===== src/rtl/hazard_ctrl_pkg.sv =====
// Shared definitions for the pipeline hazard controller: FSM encodings and
// the hard-wired zero register number.
package hazard_ctrl_pkg;

  typedef enum logic [1:0] {
    ST_RUN      = 2'd0,
    ST_MD_BUSY  = 2'd1,
    ST_MEM_WAIT = 2'd2
  } hz_state_t;

  localparam logic [4:0] REG_ZERO = 5'd0;

endpackage


===== src/rtl/hazard_ctrl_if.sv =====
// Pipeline-side signal bundle of the hazard controller. The controller is the
// slave; the surrounding pipeline (or a bench) is the master.
interface hazard_ctrl_if;

  logic [4:0]  IFID_RegRs;
  logic [4:0]  IFID_RegRt;
  logic        IDEX_MemRead;
  logic [4:0]  IDEX_RegRt;
  logic        IDEX_MD_Start;
  logic        EX_BranchTaken;
  logic        EXMEM_MemReq;
  logic        DMem_Ack;

  logic        PC_Write;
  logic        IFID_Write;
  logic        IFID_Flush;
  logic        IDEX_Write;
  logic        IDEX_Flush;
  logic        EXMEM_Write;
  logic        EXMEM_Flush;
  logic        MEMWB_Flush;
  logic        MD_Busy;
  logic        MD_Done;
  logic [31:0] Stall_Cycles;
  logic [1:0]  State;

  modport master (
    output IFID_RegRs, IFID_RegRt, IDEX_MemRead, IDEX_RegRt, IDEX_MD_Start,
           EX_BranchTaken, EXMEM_MemReq, DMem_Ack,
    input  PC_Write, IFID_Write, IFID_Flush, IDEX_Write, IDEX_Flush,
           EXMEM_Write, EXMEM_Flush, MEMWB_Flush, MD_Busy, MD_Done,
           Stall_Cycles, State
  );

  modport slave (
    input  IFID_RegRs, IFID_RegRt, IDEX_MemRead, IDEX_RegRt, IDEX_MD_Start,
           EX_BranchTaken, EXMEM_MemReq, DMem_Ack,
    output PC_Write, IFID_Write, IFID_Flush, IDEX_Write, IDEX_Flush,
           EXMEM_Write, EXMEM_Flush, MEMWB_Flush, MD_Busy, MD_Done,
           Stall_Cycles, State
  );

endinterface


===== src/rtl/hazard_ctrl_md_timer.sv =====
// Mult/div occupancy timer: a start loads MD_LATENCY-1, the count then falls
// once per cycle and done marks the final busy cycle.
module md_timer #(
  parameter int MD_LATENCY = 32,
  parameter int CNT_W      = 6
) (
  input  logic clk,
  input  logic rst,
  input  logic start,
  output logic busy,
  output logic done
);

  localparam logic [CNT_W-1:0] LOAD_VAL = CNT_W'(MD_LATENCY - 1);

  logic [CNT_W-1:0] cnt_q;
  logic             busy_q;

  // Counting continues through memory stalls so the unit's latency is fixed.
  always_ff @(posedge clk or negedge rst) begin
    if (!rst) begin
      cnt_q  <= '0;
      busy_q <= 1'b0;
    end else if (start) begin
      cnt_q  <= LOAD_VAL;
      busy_q <= 1'b1;
    end else if (busy_q) begin
      if (cnt_q == '0) begin
        busy_q <= 1'b0;
      end else begin
        cnt_q <= cnt_q - 1'b1;
      end
    end
  end

  assign busy = busy_q;
  assign done = busy_q & (cnt_q == '0);

endmodule


===== src/rtl/hazard_ctrl.sv =====
// Pipeline sequencing controller: load-use stalls, branch flushes, mult/div
// occupancy and data-memory wait states, plus a saturating stall counter.
module hazard_ctrl
  import hazard_ctrl_pkg::*;
#(
  parameter int MD_LATENCY = 32,
  parameter int CNT_W      = 6
) (
  input  logic           clk,
  input  logic           rst,
  hazard_ctrl_if.slave   hif
);

  hz_state_t   state_q, state_nxt;
  logic        mem_stall, load_use;
  logic        md_busy, md_done, md_go;
  logic        pc_w, ifid_w, ifid_f, idex_w, idex_f, exmem_w, exmem_f, memwb_f;
  logic [31:0] stall_q;

  md_timer #(
    .MD_LATENCY (MD_LATENCY),
    .CNT_W      (CNT_W)
  ) u_md_timer (
    .clk   (clk),
    .rst   (rst),
    .start (md_go),
    .busy  (md_busy),
    .done  (md_done)
  );

  // In MEM_WAIT the underlying state is implied by the timer, so the ack cycle
  // falls through to either the mult/div rule or the RUN rules below.
  always_comb begin
    mem_stall = hif.EXMEM_MemReq & ~hif.DMem_Ack;
    load_use  = hif.IDEX_MemRead & (hif.IDEX_RegRt != REG_ZERO) &
                ((hif.IDEX_RegRt == hif.IFID_RegRs) |
                 (hif.IDEX_RegRt == hif.IFID_RegRt));

    pc_w    = 1'b1;
    ifid_w  = 1'b1;
    ifid_f  = 1'b0;
    idex_w  = 1'b1;
    idex_f  = 1'b0;
    exmem_w = 1'b1;
    exmem_f = 1'b0;
    memwb_f = 1'b0;
    md_go   = 1'b0;

    if (mem_stall) begin
      pc_w    = 1'b0;
      ifid_w  = 1'b0;
      idex_w  = 1'b0;
      exmem_w = 1'b0;
      memwb_f = 1'b1;
    end else if (md_busy) begin
      pc_w    = 1'b0;
      ifid_w  = 1'b0;
      idex_w  = 1'b0;
      exmem_f = 1'b1;
    end else if (hif.EX_BranchTaken) begin
      ifid_f  = 1'b1;
      idex_f  = 1'b1;
    end else if (hif.IDEX_MD_Start) begin
      md_go   = 1'b1;
    end else if (load_use) begin
      pc_w    = 1'b0;
      ifid_w  = 1'b0;
      idex_f  = 1'b1;
    end

    state_nxt = ST_RUN;
    if (mem_stall) begin
      state_nxt = ST_MEM_WAIT;
    end else if (md_go || (md_busy && !md_done)) begin
      state_nxt = ST_MD_BUSY;
    end
  end

  always_ff @(posedge clk or negedge rst) begin
    if (!rst) begin
      state_q <= ST_RUN;
    end else begin
      state_q <= state_nxt;
    end
  end

  always_ff @(posedge clk or negedge rst) begin
    if (!rst) begin
      stall_q <= '0;
    end else if (!pc_w && !(&stall_q)) begin
      stall_q <= stall_q + 32'd1;
    end
  end

  // Reset forces every enable and flush low, not just the registers.
  assign hif.PC_Write     = rst & pc_w;
  assign hif.IFID_Write   = rst & ifid_w;
  assign hif.IFID_Flush   = rst & ifid_f;
  assign hif.IDEX_Write   = rst & idex_w;
  assign hif.IDEX_Flush   = rst & idex_f;
  assign hif.EXMEM_Write  = rst & exmem_w;
  assign hif.EXMEM_Flush  = rst & exmem_f;
  assign hif.MEMWB_Flush  = rst & memwb_f;
  assign hif.MD_Busy      = md_busy;
  assign hif.MD_Done      = md_done;
  assign hif.Stall_Cycles = stall_q;
  assign hif.State        = state_q;

endmodule


===== src/flat_wrapper.sv =====
// flat-port wrapper written by rule: the top's interface ports become plain ports
module hazard_ctrl_flat import hazard_ctrl_pkg::*;
#(
  parameter int MD_LATENCY = 32,
  parameter int CNT_W      = 6
)
  (clk, rst, hif_IFID_RegRs, hif_IFID_RegRt, hif_IDEX_MemRead, hif_IDEX_RegRt, hif_IDEX_MD_Start, hif_EX_BranchTaken, hif_EXMEM_MemReq, hif_DMem_Ack, hif_PC_Write, hif_IFID_Write, hif_IFID_Flush, hif_IDEX_Write, hif_IDEX_Flush, hif_EXMEM_Write, hif_EXMEM_Flush, hif_MEMWB_Flush, hif_MD_Busy, hif_MD_Done, hif_Stall_Cycles, hif_State);
  hazard_ctrl_if hif_i ();
  input  logic clk;
  input  logic rst;
  input wire logic [$bits(hif_i.IFID_RegRs)-1:0] hif_IFID_RegRs;
  input wire logic [$bits(hif_i.IFID_RegRt)-1:0] hif_IFID_RegRt;
  input wire logic [$bits(hif_i.IDEX_MemRead)-1:0] hif_IDEX_MemRead;
  input wire logic [$bits(hif_i.IDEX_RegRt)-1:0] hif_IDEX_RegRt;
  input wire logic [$bits(hif_i.IDEX_MD_Start)-1:0] hif_IDEX_MD_Start;
  input wire logic [$bits(hif_i.EX_BranchTaken)-1:0] hif_EX_BranchTaken;
  input wire logic [$bits(hif_i.EXMEM_MemReq)-1:0] hif_EXMEM_MemReq;
  input wire logic [$bits(hif_i.DMem_Ack)-1:0] hif_DMem_Ack;
  output wire logic [$bits(hif_i.PC_Write)-1:0] hif_PC_Write;
  output wire logic [$bits(hif_i.IFID_Write)-1:0] hif_IFID_Write;
  output wire logic [$bits(hif_i.IFID_Flush)-1:0] hif_IFID_Flush;
  output wire logic [$bits(hif_i.IDEX_Write)-1:0] hif_IDEX_Write;
  output wire logic [$bits(hif_i.IDEX_Flush)-1:0] hif_IDEX_Flush;
  output wire logic [$bits(hif_i.EXMEM_Write)-1:0] hif_EXMEM_Write;
  output wire logic [$bits(hif_i.EXMEM_Flush)-1:0] hif_EXMEM_Flush;
  output wire logic [$bits(hif_i.MEMWB_Flush)-1:0] hif_MEMWB_Flush;
  output wire logic [$bits(hif_i.MD_Busy)-1:0] hif_MD_Busy;
  output wire logic [$bits(hif_i.MD_Done)-1:0] hif_MD_Done;
  output wire logic [$bits(hif_i.Stall_Cycles)-1:0] hif_Stall_Cycles;
  output wire logic [$bits(hif_i.State)-1:0] hif_State;
  assign hif_i.IFID_RegRs = hif_IFID_RegRs;
  assign hif_i.IFID_RegRt = hif_IFID_RegRt;
  assign hif_i.IDEX_MemRead = hif_IDEX_MemRead;
  assign hif_i.IDEX_RegRt = hif_IDEX_RegRt;
  assign hif_i.IDEX_MD_Start = hif_IDEX_MD_Start;
  assign hif_i.EX_BranchTaken = hif_EX_BranchTaken;
  assign hif_i.EXMEM_MemReq = hif_EXMEM_MemReq;
  assign hif_i.DMem_Ack = hif_DMem_Ack;
  assign hif_PC_Write = hif_i.PC_Write;
  assign hif_IFID_Write = hif_i.IFID_Write;
  assign hif_IFID_Flush = hif_i.IFID_Flush;
  assign hif_IDEX_Write = hif_i.IDEX_Write;
  assign hif_IDEX_Flush = hif_i.IDEX_Flush;
  assign hif_EXMEM_Write = hif_i.EXMEM_Write;
  assign hif_EXMEM_Flush = hif_i.EXMEM_Flush;
  assign hif_MEMWB_Flush = hif_i.MEMWB_Flush;
  assign hif_MD_Busy = hif_i.MD_Busy;
  assign hif_MD_Done = hif_i.MD_Done;
  assign hif_Stall_Cycles = hif_i.Stall_Cycles;
  assign hif_State = hif_i.State;
  hazard_ctrl #(.MD_LATENCY(MD_LATENCY), .CNT_W(CNT_W)) u_core (.clk(clk), .rst(rst), .hif(hif_i));
endmodule

===== config.mk =====
export PLATFORM = sky130hd
export DESIGN_NAME = hazard_ctrl_flat
export DESIGN_NICKNAME = d
export VERILOG_FILES = /design/src/rtl/hazard_ctrl_pkg.sv /design/src/rtl/hazard_ctrl_if.sv /design/src/rtl/hazard_ctrl_md_timer.sv /design/src/rtl/hazard_ctrl.sv /design/src/flat_wrapper.sv
export SDC_FILE = /design/constraint.sdc
export NUM_CORES = 1
export LEC_CHECK = 0
export BUFFER_PORTS_ARGS = -buffer_cell sky130_fd_sc_hd__buf_2
export CAP_MARGIN = 10
export CORE_AREA = 2 2 92 94
export CTS_CLUSTER_SIZE = 30
export DETAILED_ROUTE_END_ITERATION = 16
export DIE_AREA = 0 0 94 96
export MAX_ROUTING_LAYER = met4
export PLACE_DENSITY_LB_ADDON = 0.08
export SETUP_SLACK_MARGIN = 0.15
export SYNTH_ARGS = -nofsm -noshare
export SYNTH_HDL_FRONTEND = slang
export SYNTH_SLANG_ARGS = --single-unit
export TNS_END_PERCENT = 30

===== constraint.sdc =====
create_clock -name clk -period 2.35 [get_ports clk]
set_input_delay 0.3525 -clock clk [delete_from_list [all_inputs] [get_ports clk]]
set_output_delay 0.3525 -clock clk [all_outputs]
set_load 0.05 [all_outputs]

; ---- After elaboration in Yosys (flattened, before gate mapping)
; Cells that the tools add are included.
[word_totals]
ff_bits = 41
latch_bits = 0
mem_bits_rw = 0
romBits = 0
input_bits = 22
out_inout_bits = 44
wordCells = 64
memories = 0
[classes]
addsub = 2
multipliers = 0
div_mod_pow = 0
order_cmp = 0
n_eq_ne = 3
shift = 0
mux = 31
bitwise = 13
n_reduce_logical = 11
[ops]
columns = op, count
row1 = $add A32 B1 Y32 const B, 1
row2 = $reduce_and A32 Y1, 1
row3 = $mux W1, 27
row4 = $mux W6, 3
row5 = $and A1 B1 Y1, 11
row6 = $eq A5 B5 Y1, 2
row7 = $logic_not A6 Y1, 1
row8 = $sub A6 B1 Y6 const B, 1
row9 = $reduce_bool A5 Y1, 1
row10 = $logic_not A1 Y1, 3
row11 = $logic_and A1 B1 Y1, 2
row12 = $mux W2, 1
row13 = $ne A2 B1 Y1 const B, 1
row14 = $reduce_and A2 Y1, 1
row15 = $reduce_bool A2 Y1, 1
row16 = $logic_or A1 B1 Y1, 1
row17 = $not A1 Y1, 1
row18 = $or A1 B1 Y1, 1

; ---- Depth between registers and ports, before layout
; Gate-level depths: netlist (run 1).
[logic_depth]
ltp_word = 10
mapped_depth = 7

; ---- By module
; From an unflattened synthesis (run 1), not the netlist that was laid out.
[unflattened]
hier_cells = 232
hier_area_um2 = 2382.3
[modules_own_cells]
columns = mod, instances, cells_each, area_each_um2, seq_area_each_um2
row1 = hazard_ctrl, 1, 187, 1939.4, 850.8
row2 = md_timer, 1, 45, 442.9, 175.2

; ---- Worst setup path before layout (run 1)
; OpenSTA, ideal clock, no wires.
[synth_path]
path_kind = input -> output
startpoint = in hif_EXMEM_MemReq
endpoint = out hif_PC_Write
t_arrival_ps = 2298
t_required_ps = 1997
setup_slack_ps = -301
cell_stages = 5
path_cell_list = nor2b_1 -> nand2b_1 -> nor2_1 -> o31a_1 -> buf_4
[synth_via]
elab_chain_len = 3
[synth_lines]
columns = element, line
row1 = "start, declared", flat_wrapper.sv:17  ; input wire logic [$bits(hif_i.EXMEM_MemReq)-1:0] hif_EXMEM_MemReq;
row2 = $and A1 B1 Y1, hazard_ctrl.sv:34  ; mem_stall = hif.EXMEM_MemReq & ~hif.DMem_Ack;
row3 = $mux W1, --
row4 = $and A1 B1 Y1, --
row5 = "end, declared", flat_wrapper.sv:19  ; output wire logic [$bits(hif_i.PC_Write)-1:0] hif_PC_Write;
; Every way passes these cells.

; ---- Final worst setup path (run 1)
[layout_path]
startpoint = in hif_IDEX_RegRt[0]
endpoint = out hif_PC_Write
[layout_via]
elab_chain_len = 9
word_cells_on_any_way = 12
classes_between = eq/ne: 2 / mux: 5 / bitwise: 4 / reduce/logical: 1
[layout_lines]
columns = element, line
row1 = "start, declared", flat_wrapper.sv:14  ; input wire logic [$bits(hif_i.IDEX_RegRt)-1:0] hif_IDEX_RegRt;
row2 = $eq A5 B5 Y1 (tied with other cells), hazard_ctrl.sv:36  ; ((hif.IDEX_RegRt == hif.IFID_RegRs) |
row3 = $or A1 B1 Y1 or $and A1 B1 Y1 (tied branches), "hazard_ctrl.sv:36, hazard_ctrl.sv:35"
row4 = $and A1 B1 Y1 *, hazard_ctrl.sv:35  ; load_use = hif.IDEX_MemRead & (hif.IDEX_RegRt != REG_ZERO) &
row5 = $mux W1 *, hazard_ctrl.sv:65  ; end else if (load_use) begin
row6 = $mux W1 *, hazard_ctrl.sv:63  ; end else if (hif.IDEX_MD_Start) begin
row7 = $mux W1 *, hazard_ctrl.sv:60  ; end else if (hif.EX_BranchTaken) begin
row8 = $mux W1 *, hazard_ctrl.sv:55  ; end else if (md_busy) begin
row9 = $mux W1 *, hazard_ctrl.sv:49  ; if (mem_stall) begin
row10 = $and A1 B1 Y1 *, hazard_ctrl.sv:96  ; assign hif.PC_Write = rst & pc_w;
; Mark *: on every way between the ends. The rest lies on a longest branch, timed or not.

==> summary.txt, run 1 <==
Syn Area/Cell -> 10.8 um2
Hold buffers post-CTS -> 0
Hold WS -> 0.126 ns
Slew Viols, Final -> 0
Top post-synthesis cells by area -> dfrtp_1, xor2_1, nor4_2, nand3_1, nor3_1
H-tree depth -> 2
Total wire length -> 5280 um
Final Hold Viols -> 0
Critical Path RT -> 2.00 ns
Site row count -> 33
PortBufs -> 65
CTS tree -> done
Core ar. -> 8050 um2
Ys Warns -> 0
Area Growth Syn to Fin -> 24.7%
Leading area contributor after synthesis -> dfrtp_1
Placed instance count -> 388
WP data arrival -> 1.63 ns
ANT nets after route -> 0
DR iter-0 viols -> 69
Mapped Cells -> 216
Routed len/inst -> 13.3 um
Final-stage net count -> 314
Antenna Cells -> 0
Grt ovf -> 0
Tcrit/Tclk final -> 0.842
Mapped Area -> 2330 um2
Total Die Area -> 9020 um2
Post-synth top cells -> dfrtp_1, xor2_1, nand2_1, nand3_1
Final RePlAce weighted congestion -> 0.812
Cell Pwr Density -> 924 nW/um2
Clock Sinks -> 41
Io pins -> 66
Initial Util -> 0.289
Layout Cells excl Fill -> 396
Clk buf depth -> 2
Root buffer cell -> clkbuf_8
Worst slew pin tran -> 0.468 ns
Critical Path End Type -> output port
Static Leak -> 1.45 nW
Sequential element share of the synthesized area -> 0.440
Vias in the first global route -> 1,884
Number of synthesized flops with an enable pin -> 0
Status -> completed
Layout cells sized above 1 -> 0.364
Fraction of registers with async set/reset -> 1.00
Library cells used by synthesis -> 43
Skew final -> 0.00512 ns
Yosys reg bits -> 41
Skew-Pair Late Insertion Delay -> 0.28 ns
Fmax achieved -> 505 MHz
Syn Nets -> 240
Unrepaired setup endpoints after global routing -> no
Main synth FF type -> dfrtp_1
Clk slew on worst S/H paths -> 0.08 ns
CP max FO -> 3
Most frequent cell after synthesis -> dfrtp_1
Overall power -> 2.69 mW
Die width -> 94 um
First-pass GRT wire length -> 8970 um
Dpl hpwl -> 3980 um
Number of buffers created by CTS -> 5
Startpoint types -> input port
Final setup vio count -> 0
VDD IR max -> 517 uV
Maximum capacitance violations -> 0
Post-CTS sizing -> 0
WS Path Type -> in -> out
DR vias/cell -> 4.58
Finished Core Util -> 0.361
Final min period -> 1.98 ns
# DRC -> 0
# Post-CTS Setup Buffers -> 0
Die span in y -> 96 um
Largest net degree at the start of global routing -> 22
Total Routing Usage GR -> 0.130
Max-slew headroom -> 0.688
Vias -> 1,813
Initial antenna violation count -> 0
Yosys top cell area share -> 0.440
Total Neg Setup Slack -> 0 ns
Hold Path Class -> in -> async
DR pass1 iterations -> 4
-- per-layer routing --
layer / vias up / GRT usage / wire length (um)
li1: 896 / - / -
met1: 873 / 0.171 / 2560
met2: 40 / 0.202 / 2440
met3: 4 / 0.0282 / 239
met4: 0 / 0.0399 / 46
met5: - / - / 0
-- logic make-up after synthesis --
group           synth area share
compound gates            0.0236
buf+inv                   0.0317
mux                      0.00644
xor+xnor                   0.173
flops                      0.440
simple gates               0.314
fa+ha+maj                 0.0107
-- per-stage QoR --
| step | cell area [um2] | worst slack [ns] |
|---|---|---|
| finish | 2910 | 0.370 |
| CTS | 2910 | 0.331 |
| detailed placement | 2820 | 0.242 |
| global route | 2910 | 0.167 |
| global placement | 2820 | 0.270 |
| floorplan | 2340 | 0.125 |
-- layout make-up --
class                           instances  area [um2]
Multi-Input combinational cell        162        1240
Clock buffer                            6        72.6
Clock inverter                          2        10.0
Fill cell                             851        5150
Timing Repair Buffer                   74         405
Inverter                                6        22.5
Tap cell                              105         131
Sequential cell                        41        1030
-- sequential cells by signal, summed over array words and instances (netlist names) --
name                     cells
u_core.u_md_timer.cnt_q      6
u_core.u_md_timer.busy       1
u_core.hif.Stall_Cycles     32
u_core.hif.State             2
-- path summary, 6_finish.rpt --
check / from / to / slack, ns / cells after the start
min: rst / u_core.hif.Stall_Cycles[9] / 0.13 / 2
max reg2reg: u_core.hif.Stall_Cycles[3] / u_core.hif.Stall_Cycles[29] / 0.37 / 6
min reg2reg: u_core.hif.Stall_Cycles[30] / u_core.hif.Stall_Cycles[30] / 0.49 / 1
min in group clk: hif_DMem_Ack / u_core.hif.State[1] / 0.26 / 2
max: hif_IDEX_RegRt[0] / hif_PC_Write / 0.37 / 5
max in group asynchronous: rst / u_core.hif.Stall_Cycles[20] / 1.97 / 2
-- report_power, final --
part / switching [mW] / internal, mW / total, mW
sequential: 0.176 / 0.863 / 1.04
clock: 0.240 / 0.206 / 0.446
combinational: 0.810 / 0.390 / 1.20
total: 1.23 / 1.46 / 2.69
-- critical path: stages --
cell and delay (ns):
buf_2 0.12, or4_1 0.54, o21ai_2 0.17, o31a_1 0.17
buf_2 0.27
-- placed cells by master, fill, tap and decap left out, drive strengths merged, types with 2 or more instances in the layout --
cell type,count
nor2b,2
nand4,3
and4bb,3
nand2b,2
dfrtp,41
nand3,15
nor4bb,2
nand2,17
xnor2,6
inv,6
and3,5
or3,2
clkinv,2
nor3,15
nor4b,3
nor4,11
ha,2
o31a,2
nor3b,2
buf,74
clkbuf,6
nor2,15
and4,2
and2,4
xor2,40
Power figures use the tool's default switching activity.
==> run 2: changes to the inputs <==
--- a/config.mk
+++ b/config.mk
@@ -5,12 +5,13 @@
 export SDC_FILE = /design/constraint.sdc
 export NUM_CORES = 1
 export LEC_CHECK = 0
+export ABC_AREA = 1
 export BUFFER_PORTS_ARGS = -buffer_cell sky130_fd_sc_hd__buf_2
 export CAP_MARGIN = 10
-export CORE_AREA = 2 2 92 94
+export CORE_AREA = 2 2 102 104
 export CTS_CLUSTER_SIZE = 30
 export DETAILED_ROUTE_END_ITERATION = 16
-export DIE_AREA = 0 0 94 96
+export DIE_AREA = 0 0 104 106
 export MAX_ROUTING_LAYER = met4
 export PLACE_DENSITY_LB_ADDON = 0.08
 export SETUP_SLACK_MARGIN = 0.15
==> constraint.sdc (replaced) <==
create_clock -name clk -period 1.7 [get_ports clk]
set_input_delay 0.255 -clock clk [delete_from_list [all_inputs] [get_ports clk]]
set_output_delay 0.255 -clock clk [all_outputs]
set_load 0.05 [all_outputs]
==> summary.txt, run 2 <==
Die span in y -> 106 um (was 96 um)
DR pass1 iterations -> 4 (unchanged)
Clock Sinks -> 41 (unchanged)
ANT nets after route -> 0 (unchanged)
Slew Viols, Final -> 0 (unchanged)
Status -> completed (unchanged)
Yosys top cell area share -> 0.354 (was 0.440)
First-pass GRT wire length -> 16,500 um (was 8970 um)
Clk slew on worst S/H paths -> 0.09 ns (was 0.08 ns)
Die width -> 104 um (was 94 um)
Dpl hpwl -> 7000 um (was 3980 um)
Max-slew headroom -> 0.621 (was 0.688)
DR vias/cell -> 4.58 (about the same)
Mapped Area -> 2900 um2 (was 2330 um2)
PortBufs -> 65 (unchanged)
Total Die Area -> 11,000 um2 (was 9020 um2)
Skew final -> 0.00669 ns (was 0.00512 ns)
Grt ovf -> 0 (unchanged)
Top post-synthesis cells by area -> dfrtp_1, nand2_1, nand3_1, nor2_1, inv_1 (was dfrtp_1, xor2_1, nor4_2, nand3_1, nor3_1)
Layout Cells excl Fill -> 732 (was 396)
Unrepaired setup endpoints after global routing -> yes (was no)
Core ar. -> 10000 um2 (was 8050 um2)
Worst slew pin tran -> 0.569 ns (was 0.468 ns)
Fmax achieved -> 598 MHz
VDD IR max -> 894 uV (was 517 uV)
Ys Warns -> 0 (unchanged)
Io pins -> 66 (unchanged)
Yosys reg bits -> 41 (unchanged)
Mapped Cells -> 455 (was 216)
Number of buffers created by CTS -> 5 (unchanged)
Cell Pwr Density -> 1030 nW/um2 (was 924 nW/um2)
Number of synthesized flops with an enable pin -> 0 (unchanged)
Final-stage net count -> 619 (was 314)
Final RePlAce weighted congestion -> 0.878 (was 0.812)
# DRC -> 0 (unchanged)
Worst Reg-to-Reg Cells -> 10 (was 6)
Layout fillers -> 1,049 (was 851)
Overall power -> 4.65 mW (was 2.69 mW)
Final setup vio count -> 0 (unchanged)
DR iter-0 viols -> 151 (was 69)
Library cells used by synthesis -> 23 (was 43)
Routed len/inst -> 13.6 um (was 13.3 um)
Site row count -> 37 (was 33)
Hold Path Class -> in -> async (unchanged)
CTS tree -> done (unchanged)
H-tree depth -> 2 (unchanged)
Initial Util -> 0.290 (was 0.289)
Most frequent cell after synthesis -> nand2_1 (was dfrtp_1)
Leading area contributor after synthesis -> dfrtp_1 (unchanged)
Initial antenna violation count -> 0 (unchanged)
Most common cell after layout, fill and taps aside -> nand2_1 (was buf_2)
Total Routing Usage GR -> 0.192 (was 0.130)
Main synth FF type -> dfrtp_1 (unchanged)
Skew-Pair Late Insertion Delay -> 0.31 ns (was 0.28 ns)
WP data arrival -> 1.88 ns (was 1.63 ns)
Critical Path End Type -> flop (was output port)
Antenna Cells -> 0 (unchanged)
Final Hold Viols -> 0 (unchanged)
CP max FO -> 4 (was 3)
Syn Area/Cell -> 6.37 um2 (was 10.8 um2)
Tcrit/Tclk final -> 0.984
Startpoint types -> flop (was input port)
Vias in the first global route -> 3,402 (was 1,884)
Number of flip-flops under the largest register name -> 32 (unchanged)
Clk buf depth -> 2 (unchanged)
Syn Nets -> 479 (was 240)
Critical R2R Launch -> u_core.hif.Stall_Cycles[0] (was u_core.hif.Stall_Cycles[3])
Highest-count cells in the layout ignoring fill and taps -> nand2_1, buf_4, buf_2 (was buf_2, dfrtp_1, xor2_1)
R2R Setup Slk -> 0.03 ns (was 0.37 ns)
Maximum capacitance violations -> 0 (unchanged)
Total wire length -> 9930 um (was 5280 um)
Hold WS -> 0.0984 ns (was 0.126 ns)
Final min period -> 1.67 ns
Post-synth top cells -> nand2_1, nor2_1, nand3_1, inv_1, dfrtp_1 (was dfrtp_1, xor2_1, nand2_1, nand3_1)
Reg2reg end -> u_core.hif.Stall_Cycles[7] (was u_core.hif.Stall_Cycles[29])
Root buffer cell -> clkbuf_8 (unchanged)
Sequential element share of the synthesized area -> 0.354 (was 0.440)
WS Path Type -> reg -> reg (was in -> out)
Placed instance count -> 696 (was 388)
Area Growth Syn to Fin -> 55.5% (was 24.7%)
Critical Path RT -> 1.91 ns (was 2.00 ns)
Largest net degree at the start of global routing -> 42 (was 22)
Vias -> 3,351 (was 1,813)
Finished Core Util -> 0.451 (was 0.361)
Fraction of registers with async set/reset -> 1.00 (unchanged)
Static Leak -> 2.34 nW (was 1.45 nW)
Layout cells sized above 1 -> 0.372 (was 0.364)
==> run 2: changes by cell type after synthesis, sizes merged, moves of 5 or more <==
cell | before | now
and3 | 5 | 0
nand3b | 1 | 7
xor2 | 40 | 11
nor2 | 15 | 58
nand2 | 17 | 181
o21ai | 1 | 7
inv | 6 | 52
nand3 | 15 | 54
nor4 | 11 | 0
==> run 2: how the worst max path moves through the flow <==
stage / from / end / slack [ns]
after detailed placement: u_core.hif.Stall_Cycles[7] / u_core.hif.Stall_Cycles[14] / -0.03
after CTS: u_core.u_md_timer.cnt_q[1] / hif_MD_Done / -0.03
final: u_core.hif.Stall_Cycles[0] / u_core.hif.Stall_Cycles[7] / 0.03
after global routing: u_core.hif.Stall_Cycles[0] / u_core.hif.Stall_Cycles[31] / -0.1
after floorplan: u_core.hif.Stall_Cycles[0] / u_core.hif.Stall_Cycles[25] / -0.09
after global placement: u_core.hif.Stall_Cycles[12] / u_core.hif.Stall_Cycles[30] / -0.06
==> run 2: power by group <==
part | leakage (nW) | switching [mW] | internal (mW)
combinational | 1.75 | 1.43 | 1.06
sequential | 0.536 | 0.166 | 1.15
clock | 0.0543 | 0.405 | 0.441
total | 2.34 | 2.00 | 2.65
==> run 2: cell families (layout without fill, tap and decap cells) <==
kind of cell	count (synthesis)	in the layout	share of synthesized area
DFF	41	41	0.354
xor gates and xnor gates	17	17	0.0513
buffers and inverters	62	203	0.0919
and+or+nand+nor	323	323	0.477
AOI/OAI and AO/OA	10	10	0.0173
adders and majority gates	2	2	0.00863
==> run 2: per-stage QoR <==
| stage | instance area, um2 | setup TNS (ns) | setup slack [ns] |
|---|---|---|---|
| after floorplan | 2990 | -3.06 | -0.0925 |
| after global placement | 3800 | -0.123 | -0.0619 |
| after detailed placement | 3800 | -0.0651 | -0.0329 |
| after CTS | 4320 | -0.0662 | -0.0329 |
| after global routing | 4510 | -1.64 | -0.0952 |
| final | 4510 | 0 | 0.0277 |
==> run 2: cell type report <==
type	count	area, um2	share of cell area
Timing Repair Buffer	143	1120	0.249
Multi-Input combinational cell	352	1860	0.413
Clock inverter	3	46.3	0.0103
Sequential cell	41	1030	0.229
Inverter	52	201	0.0447
Clock buffer	5	68.8	0.0153
Tap cell	136	170	0.0377
==> run 2: routing by layer <==
metal / vias up / track usage / part of all wire
met5: - / - / 0
met4: 0 / 0.0647 / 0.020
met3: 17 / 0.0251 / 0.045
met2: 83 / 0.328 / 0.49
met1: 1551 / 0.237 / 0.44
li1: 1700 / - / -
==> run 2: critical path, stage by stage (launching register included) <==
cell and delay, ns:
dfrtp_2 0.40, buf_6 0.10, buf_6 0.09, inv_4 0.03, nor3_4 0.29, nand2_2 0.16, buf_4 0.16, buf_4 0.12
xnor2_1 0.11, nand3_1 0.07, nand2_1 0.05
==> run 2: timing repair <==
item	in CTS	in global routing
endpoints found under the hold margin	0	0
endpoints found under the setup margin	42	42
pin swaps	16	26
buffers inserted	20	5
gates cloned	3	0
gates resized for setup	53	42
hold buffers	0	0
